--- src/rtl/core_mc.sv ---
// Multi-cycle 16-bit-instruction core: FETCH -> EXEC (-> MEM) with a latched IR,
// eight-entry register file (r0 hardwired to zero) and simple req/ack memory ports.
module core_mc #(
    parameter int                    P_WORD_LEN  = 16,
    parameter logic [P_WORD_LEN-1:0] P_RST_PC    = '0,
    parameter int                    P_NREG_LOG2 = 3
) (
    input  logic                  i_clk,
    input  logic                  i_rst,
    output logic                  o_imem_req,
    output logic [P_WORD_LEN-1:0] o_imem_addr,
    input  logic                  i_imem_ack,
    input  logic [15:0]           i_imem_data,
    output logic                  o_dmem_req,
    output logic                  o_dmem_we,
    output logic [P_WORD_LEN-1:0] o_dmem_addr,
    output logic [P_WORD_LEN-1:0] o_dmem_wdata,
    input  logic                  i_dmem_ack,
    input  logic [P_WORD_LEN-1:0] i_dmem_rdata,
    output logic                  o_retire,
    output logic                  o_halted
);
    localparam int NREG = 2 ** P_NREG_LOG2;

    // Handshake: a request stays high with address/data stable until the cycle
    // its ack is seen; acks arriving while the request is low are ignored.
    typedef enum logic [1:0] {FETCH, EXEC, MEM, HALT} state_t;
    typedef enum logic [2:0] {
        OP_ADD, OP_ADDI, OP_NAND, OP_LUI, OP_SW, OP_LW, OP_BEQ, OP_JALR
    } op_t;

    state_t                  state, state_next;
    logic [P_WORD_LEN-1:0]   pc, pc_next, pc_inc;
    logic [15:0]             ir;
    logic [P_WORD_LEN-1:0]   regs [NREG];

    op_t                     op;
    logic [2:0]              ra_idx, rb_idx, rc_idx;
    logic [P_WORD_LEN-1:0]   ra_val, rb_val, rc_val, simm7, lui_val, mem_addr;

    logic                    ir_load, rf_we;
    logic [P_WORD_LEN-1:0]   rf_wdata;
    logic                    imem_req, dmem_req, dmem_we, retire, halted;
    logic [P_WORD_LEN-1:0]   dmem_addr, dmem_wdata;

    assign op       = op_t'(ir[15:13]);
    assign ra_idx   = ir[12:10];
    assign rb_idx   = ir[9:7];
    assign rc_idx   = ir[2:0];
    assign simm7    = {{(P_WORD_LEN-7){ir[6]}}, ir[6:0]};
    assign lui_val  = {ir[9:0], {(P_WORD_LEN-10){1'b0}}};
    assign ra_val   = (ra_idx == 3'd0) ? '0 : regs[ra_idx];
    assign rb_val   = (rb_idx == 3'd0) ? '0 : regs[rb_idx];
    assign rc_val   = (rc_idx == 3'd0) ? '0 : regs[rc_idx];
    assign pc_inc   = pc + 1'b1;
    assign mem_addr = rb_val + simm7;

    always_comb begin
        state_next = state;
        pc_next    = pc;
        ir_load    = 1'b0;
        rf_we      = 1'b0;
        rf_wdata   = '0;
        retire     = 1'b0;
        imem_req   = 1'b0;
        dmem_req   = 1'b0;
        dmem_we    = 1'b0;
        dmem_addr  = '0;
        dmem_wdata = '0;
        halted     = 1'b0;
        case (state)
            FETCH: begin
                imem_req = 1'b1;
                if (i_imem_ack) begin
                    ir_load    = 1'b1;
                    state_next = EXEC;
                end
            end
            EXEC: begin
                state_next = FETCH;
                pc_next    = pc_inc;
                retire     = 1'b1;
                case (op)
                    OP_ADD:  begin rf_we = 1'b1; rf_wdata = rb_val + rc_val;    end
                    OP_ADDI: begin rf_we = 1'b1; rf_wdata = rb_val + simm7;     end
                    OP_NAND: begin rf_we = 1'b1; rf_wdata = ~(rb_val & rc_val); end
                    OP_LUI:  begin rf_we = 1'b1; rf_wdata = lui_val;            end
                    OP_SW, OP_LW: begin
                        state_next = MEM;
                        pc_next    = pc;
                        retire     = 1'b0;
                    end
                    OP_BEQ: begin
                        if (ra_val == rb_val) pc_next = pc_inc + simm7;
                    end
                    OP_JALR: begin
                        // rB is sampled combinationally before the write lands, so rA==rB works.
                        if (ir[6:0] == 7'd0) begin
                            rf_we    = 1'b1;
                            rf_wdata = pc_inc;
                            pc_next  = rb_val;
                        end else begin
                            state_next = HALT;
                            pc_next    = pc;
                            retire     = 1'b0;
                        end
                    end
                    default: ;
                endcase
            end
            MEM: begin
                dmem_req   = 1'b1;
                dmem_we    = (op == OP_SW);
                dmem_addr  = mem_addr;
                dmem_wdata = (op == OP_SW) ? ra_val : '0;
                if (i_dmem_ack) begin
                    pc_next    = pc_inc;
                    retire     = 1'b1;
                    state_next = FETCH;
                    if (op == OP_LW) begin
                        rf_we    = 1'b1;
                        rf_wdata = i_dmem_rdata;
                    end
                end
            end
            HALT: halted = 1'b1;
            default: state_next = FETCH;
        endcase
    end

    always_ff @(posedge i_clk) begin
        if (i_rst) begin
            state <= FETCH;
            pc    <= P_RST_PC;
            ir    <= '0;
            for (int i = 0; i < NREG; i++) regs[i] <= '0;
        end else begin
            state <= state_next;
            pc    <= pc_next;
            if (ir_load) ir <= i_imem_data;
            if (rf_we && ra_idx != 3'd0) regs[ra_idx] <= rf_wdata;
        end
    end

    // Outputs are forced quiet while reset is held so no access starts mid-reset.
    assign o_imem_req   = imem_req & ~i_rst;
    assign o_imem_addr  = pc;
    assign o_dmem_req   = dmem_req & ~i_rst;
    assign o_dmem_we    = dmem_we & ~i_rst;
    assign o_dmem_addr  = i_rst ? '0 : dmem_addr;
    assign o_dmem_wdata = i_rst ? '0 : dmem_wdata;
    assign o_retire     = retire & ~i_rst;
    assign o_halted     = halted & ~i_rst;
endmodule

--- config.mk ---
export PLATFORM = sky130hd
export DESIGN_NAME = core_mc
export DESIGN_NICKNAME = d
export VERILOG_FILES = /design/src/rtl/core_mc.sv
export SDC_FILE = /design/constraint.sdc
export NUM_CORES = 1
export LEC_CHECK = 0
export CAP_MARGIN = 20
export CORE_MARGIN = 4
export CORE_UTILIZATION = 35
export CTS_CLUSTER_DIAMETER = 100
export CTS_CLUSTER_SIZE = 8
export DETAILED_ROUTE_END_ITERATION = 16
export HOLD_SLACK_MARGIN = 0.15
export SETUP_SLACK_MARGIN = 0.3
export SYNTH_ARGS = -nofsm -noshare
export SYNTH_HDL_FRONTEND = slang
export SYNTH_SLANG_ARGS = --single-unit
export TNS_END_PERCENT = 1
--- constraint.sdc ---
create_clock -name i_clk -period 6.2 [get_ports i_clk]
set_clock_uncertainty 0.15 [all_clocks]
set_input_delay 1.24 -clock i_clk [delete_from_list [all_inputs] [get_ports i_clk]]
set_output_delay 1.24 -clock i_clk [all_outputs]
set_load 0.03 [all_outputs]
Word level (Yosys, flattened, before mapping) --
Memories as Yosys holds them, arrays and structs flattened. A register that Yosys moved wholly into a read port is not among the register bits. Cells that the tools add are included.
Operators by class: add/subtract/negate cells 4, equal/unequal tests 15, muxes and demuxes 51, bitwise gates (word level) 8, reduce and logical (&&, ||, !) cells 15
Operators by type and width (count):
- 16-bit 2-to-1 mux | 15
- 16-bit one-hot mux with 5 select lines | 1
- 16-bit one-hot mux with 2 select lines | 2
- 16-bit adder | 3
- 16-bit one-hot mux with 3 select lines | 1
- 3-bit 2-to-1 mux | 7
- 16-bit by 1-bit adder with 16-bit output (second input constant) | 1
- 16-bit bitwise AND | 1
- 16-bit == test | 1
- 1-bit 2-to-1 mux | 16
- 16-bit NOT | 1
- 16-bit OR reduction | 1
- 3-bit == test (second input constant) | 4
- 3-bit zero test | 4
- 1-bit one-hot mux with 2 select lines | 4
- 7-bit zero test | 1
- 3-bit by 2-bit == test with 1-bit output (second input constant) | 2
- 2-bit 2-to-1 mux | 3
- 2-bit != test (second input constant) | 3
- 2-bit one-hot mux with 3 select lines | 1
- 3-bit nonzero test | 2
- 1-bit bitwise AND | 5
- 2-bit == test (second input constant) | 2
- 2-bit one-hot mux with 2 select lines | 1
- 11 further kinds | 11
Word-level totals: flip-flop bits (word level) 34, RAM bits 128, input port bits 36, memories kept 1
Memory list:
- regs | words 8, bits a word 16, read ports 3, clocked after memory_dff 3, wr ports 8, RTL line 35 | logic [P_WORD_LEN-1:0] regs [NREG];

Longest topological paths before layout --
word-level depth 10, depth in mapped cells 18

Least setup slack after synthesis --
OpenSTA, ideal clock, no wires.
path kind register to output, start register (tool-made name), end output o_dmem_addr[15], arrival 3634 ps, slack 1176 ps, cell stages (with the launch flop) 14, buffers on the path 2, cells stage by stage dfxtp_1 > buf_2 > clkbuf_1 > mux4_2 > mux2i_1 > nor2_1 > ha_1 > inv_1 > or4_1 > a31oi_2 > a21boi_2 > o31a_1 > and3_1 > nor3_1
RTL lines:
- end: declaration | RTL line 16 | output logic [P_WORD_LEN-1:0] o_dmem_addr,

==> impl_metrics.ini <==
[setup_path]
cp-start-kind = flip-flop
critPathArrivalTime_ns = 4.62
r2r_slack_ns = 1.33
cp_top_family = compound AO/OA/AOI/OAI gates
crit_type = reg2out
worstPathCellList = buf_6, nor2b_1, a22o_1, nor3_2, xnor2_1, ha_1, a31oi_1, a22oi_2, a21oi_1, o21bai_1, xor2_1, nor2_1, clkdlybuf4s50_1
critPathMaxFanout = 23
crit_path_end_kind = output port
crit_path_top_delay_cell = clkdlybuf4s50_1
cp_num_buf_inv = 2
crit_required_ns = 4.81
slowest_delay_ns = 0.62

[placement]
placed_cell_area_sq_um = 15000
hpwl_um = 36800
place.gp.congestion = 0.998
portBuffers = 88

[synth]
synth_ff_type = edfxtp_1
ys_seq_area_share_pct = 34.9
synth.area.top_cells = edfxtp_1, mux4_2, dfxtp_1
ys_warn_count = 0
async_reset_ff_share_pct = 0
ys_types = 91
synth_top_area_share_pct = 28.6
synth_seq_cells = 171
yosysTopAreaCell = edfxtp_1
syn_area_per_cell_sq_um = 9.95
synthesis.area_sq_um = 13500
synthCells = 1353
synth_edf_count = 128

[global_route]
grt_pass1_wl_um = 72100
grt_pass1_vias = 11508
busiest_layer = met2
use_met1_pct = 30.0
grt_max_degree = 61
antenna_found_initial = 0
met2_usage_pct = 37.9
overflow = 0
use_met3_pct = 4.25
track_usage_pct = 22.9

[clock_tree]
root_buffer = clkbuf_16
clkSinkCount = 171
numCtsBuffers = 17
clk_latency_ns = 0.46
clockBufferDepth = 2
cts.clk_slew.worst_paths_ns = 0.07
postCtsSetupBuffers = 0
cts_tree = yes
htreeDepth = 4

[cells_and_area]
seqCellArea_sq_um = 4710
final_common_cell = nor2_1
antennaDiodeCount = 0
drive_gt1_share_pct = 14.5
final_cell_mix = nor2_1, edfxtp_1, nand2_1
finalNetCount = 1517
area_growth_pct = 15.7
multi_input_area_sq_um = 8290
fin_area_sq_um = 15600
num-fill-cells = 3749

[timing]
rsz0062_at_grt = true
setup_tns_ns = 0
setup_viol = 0
slew_headroom_pct = 32.6
fmaxAchievable_ghz = 0.166
hold_viol = 0
tightest_slew_ns = 1.01
finalCritPeriodShare_pct = 96.9
timing.final.crit_period_ns = 6.01
maxSlewViolCount = 0

[flow_run]
maxCapViolCount = 0

[detailed_routing]
via_per_inst = 5.97
wl_um = 48500
ant_nets = 0
wire_per_inst_um = 24.7
firstDrtPassIters = 5
drt-initial-drc-count = 1400
via_count = 11698
drc_errors = 0

[floorplan]
start_util_pct = 35.6
rows = 71
die_area_sq_um = 41700
die_h_um = 204
die_x_um = 204
num_io_pins = 89
core-area_sq_um = 37800

[pwr]
p_leak_nw = 5.32
ir_drop_mv = 0.160
powerDensity_nw_per_um2 = 221

[status]
status = complete, no violations

[min_path]
hold_path.class = reg2reg
[layout make-up]
cell class,instances,area share [%]
Multi-Input combinational cell,1076,53.2
Clock buffer,17,2.73
Clock inverter,14,0.779
Tap cell,511,4.11
Sequential cell,171,30.3
Timing Repair Buffer,138,8.13
Inverter,32,0.771
[metal layers]
metal | share of wire (%) | wire, um
met5 | 0 | 0
met4 | 4.1 | 1980
met3 | 8.3 | 4010
met2 | 47 | 23000
met1 | 40 | 19500
[cells in the mapped netlist (15+ instances only)]
master	n
mux4_2	84
xnor2_1	53
and2_1	19
mux2i_1	68
nand3_1	31
nand2b_1	17
nor3_1	54
dfxtp_1	43
edfxtp_1	128
ha_1	44
inv_1	32
a21oi_1	75
nand2_1	105
nor2_1	202
and3_1	20
buf_2	15
clkbuf_1	59
o21ai_0	34
[metrics by stage]
step           std cells  hold WS [ns]  worst slack, ns  util (%)  total power, W
5_1_grt             1959         0.402           0.0471      41.1         0.00357
2_1_floorplan       1368         0.321             1.18         -         0.00206
3_3_place_gp        1928         0.349            0.601      39.7         0.00238
6_report            1959         0.372            0.191      41.1         0.00343
3_5_place_dp        1928         0.369            0.551      39.7         0.00239
4_1_cts             1959         0.381            0.256      41.1         0.00342
[where the power goes]
group	leakage [nW]	switching (W)	total, W	internal [W]
logic	3.39	0.000605	0.00101	0.000402
registers	1.67	0.0000895	0.00138	0.00129
clock network	0.259	0.000499	0.00105	0.000552
[worst paths after layout]
| check | start | to | depth (start not counted) |
|---|---|---|---|
| worst max register to register | flip-flop | regs[2][7]$_SDFFCE_PN0P_ | 13 |
| worst max-delay path | flip-flop | o_dmem_addr[10] | 13 |
| worst min register to register | ir[10]$_SDFFE_PP0P_ | flip-flop | 2 |
| worst min-delay path | ir[10]$_SDFFE_PP0P_ | flip-flop | 2 |
[worst register-to-register path, stage by stage (launching register included)]
cell and delay [ns]:
dfxtp_1 0.49, buf_6 0.30, nor2_1 0.15, a22oi_1 0.32
and3_1 0.44, ha_1 0.36, or2_2 0.32, maj3_1 0.41
o211a_1 0.19, o211ai_1 0.21, nor3b_1 0.26, o31ai_1 0.12
o221ai_1 0.78, nor2_1 0.08
[logic make-up after synthesis]
kind of cell,share of synthesized area (%)
and+or+nand+nor,17.7
AOI/OAI and AO/OA,14.7
DFF,34.9
muxes,19.4
buffers and inverters,4.06
xor gates and xnor gates,4.29
adders and majority gates,4.85
other,0.0279
[state kept, by name (all words and copies together), names as in the netlist, named ones only]
register     count
o_imem_addr     16
regs           128
state            2
ir              16
[what timing repair did]
item                       in CTS  in global routing
hold buffers                    0                  0
setup endpoints to repair      11                 10
gates resized for setup         5                  1
Note: power is estimated with default switching activity, not from simulation.
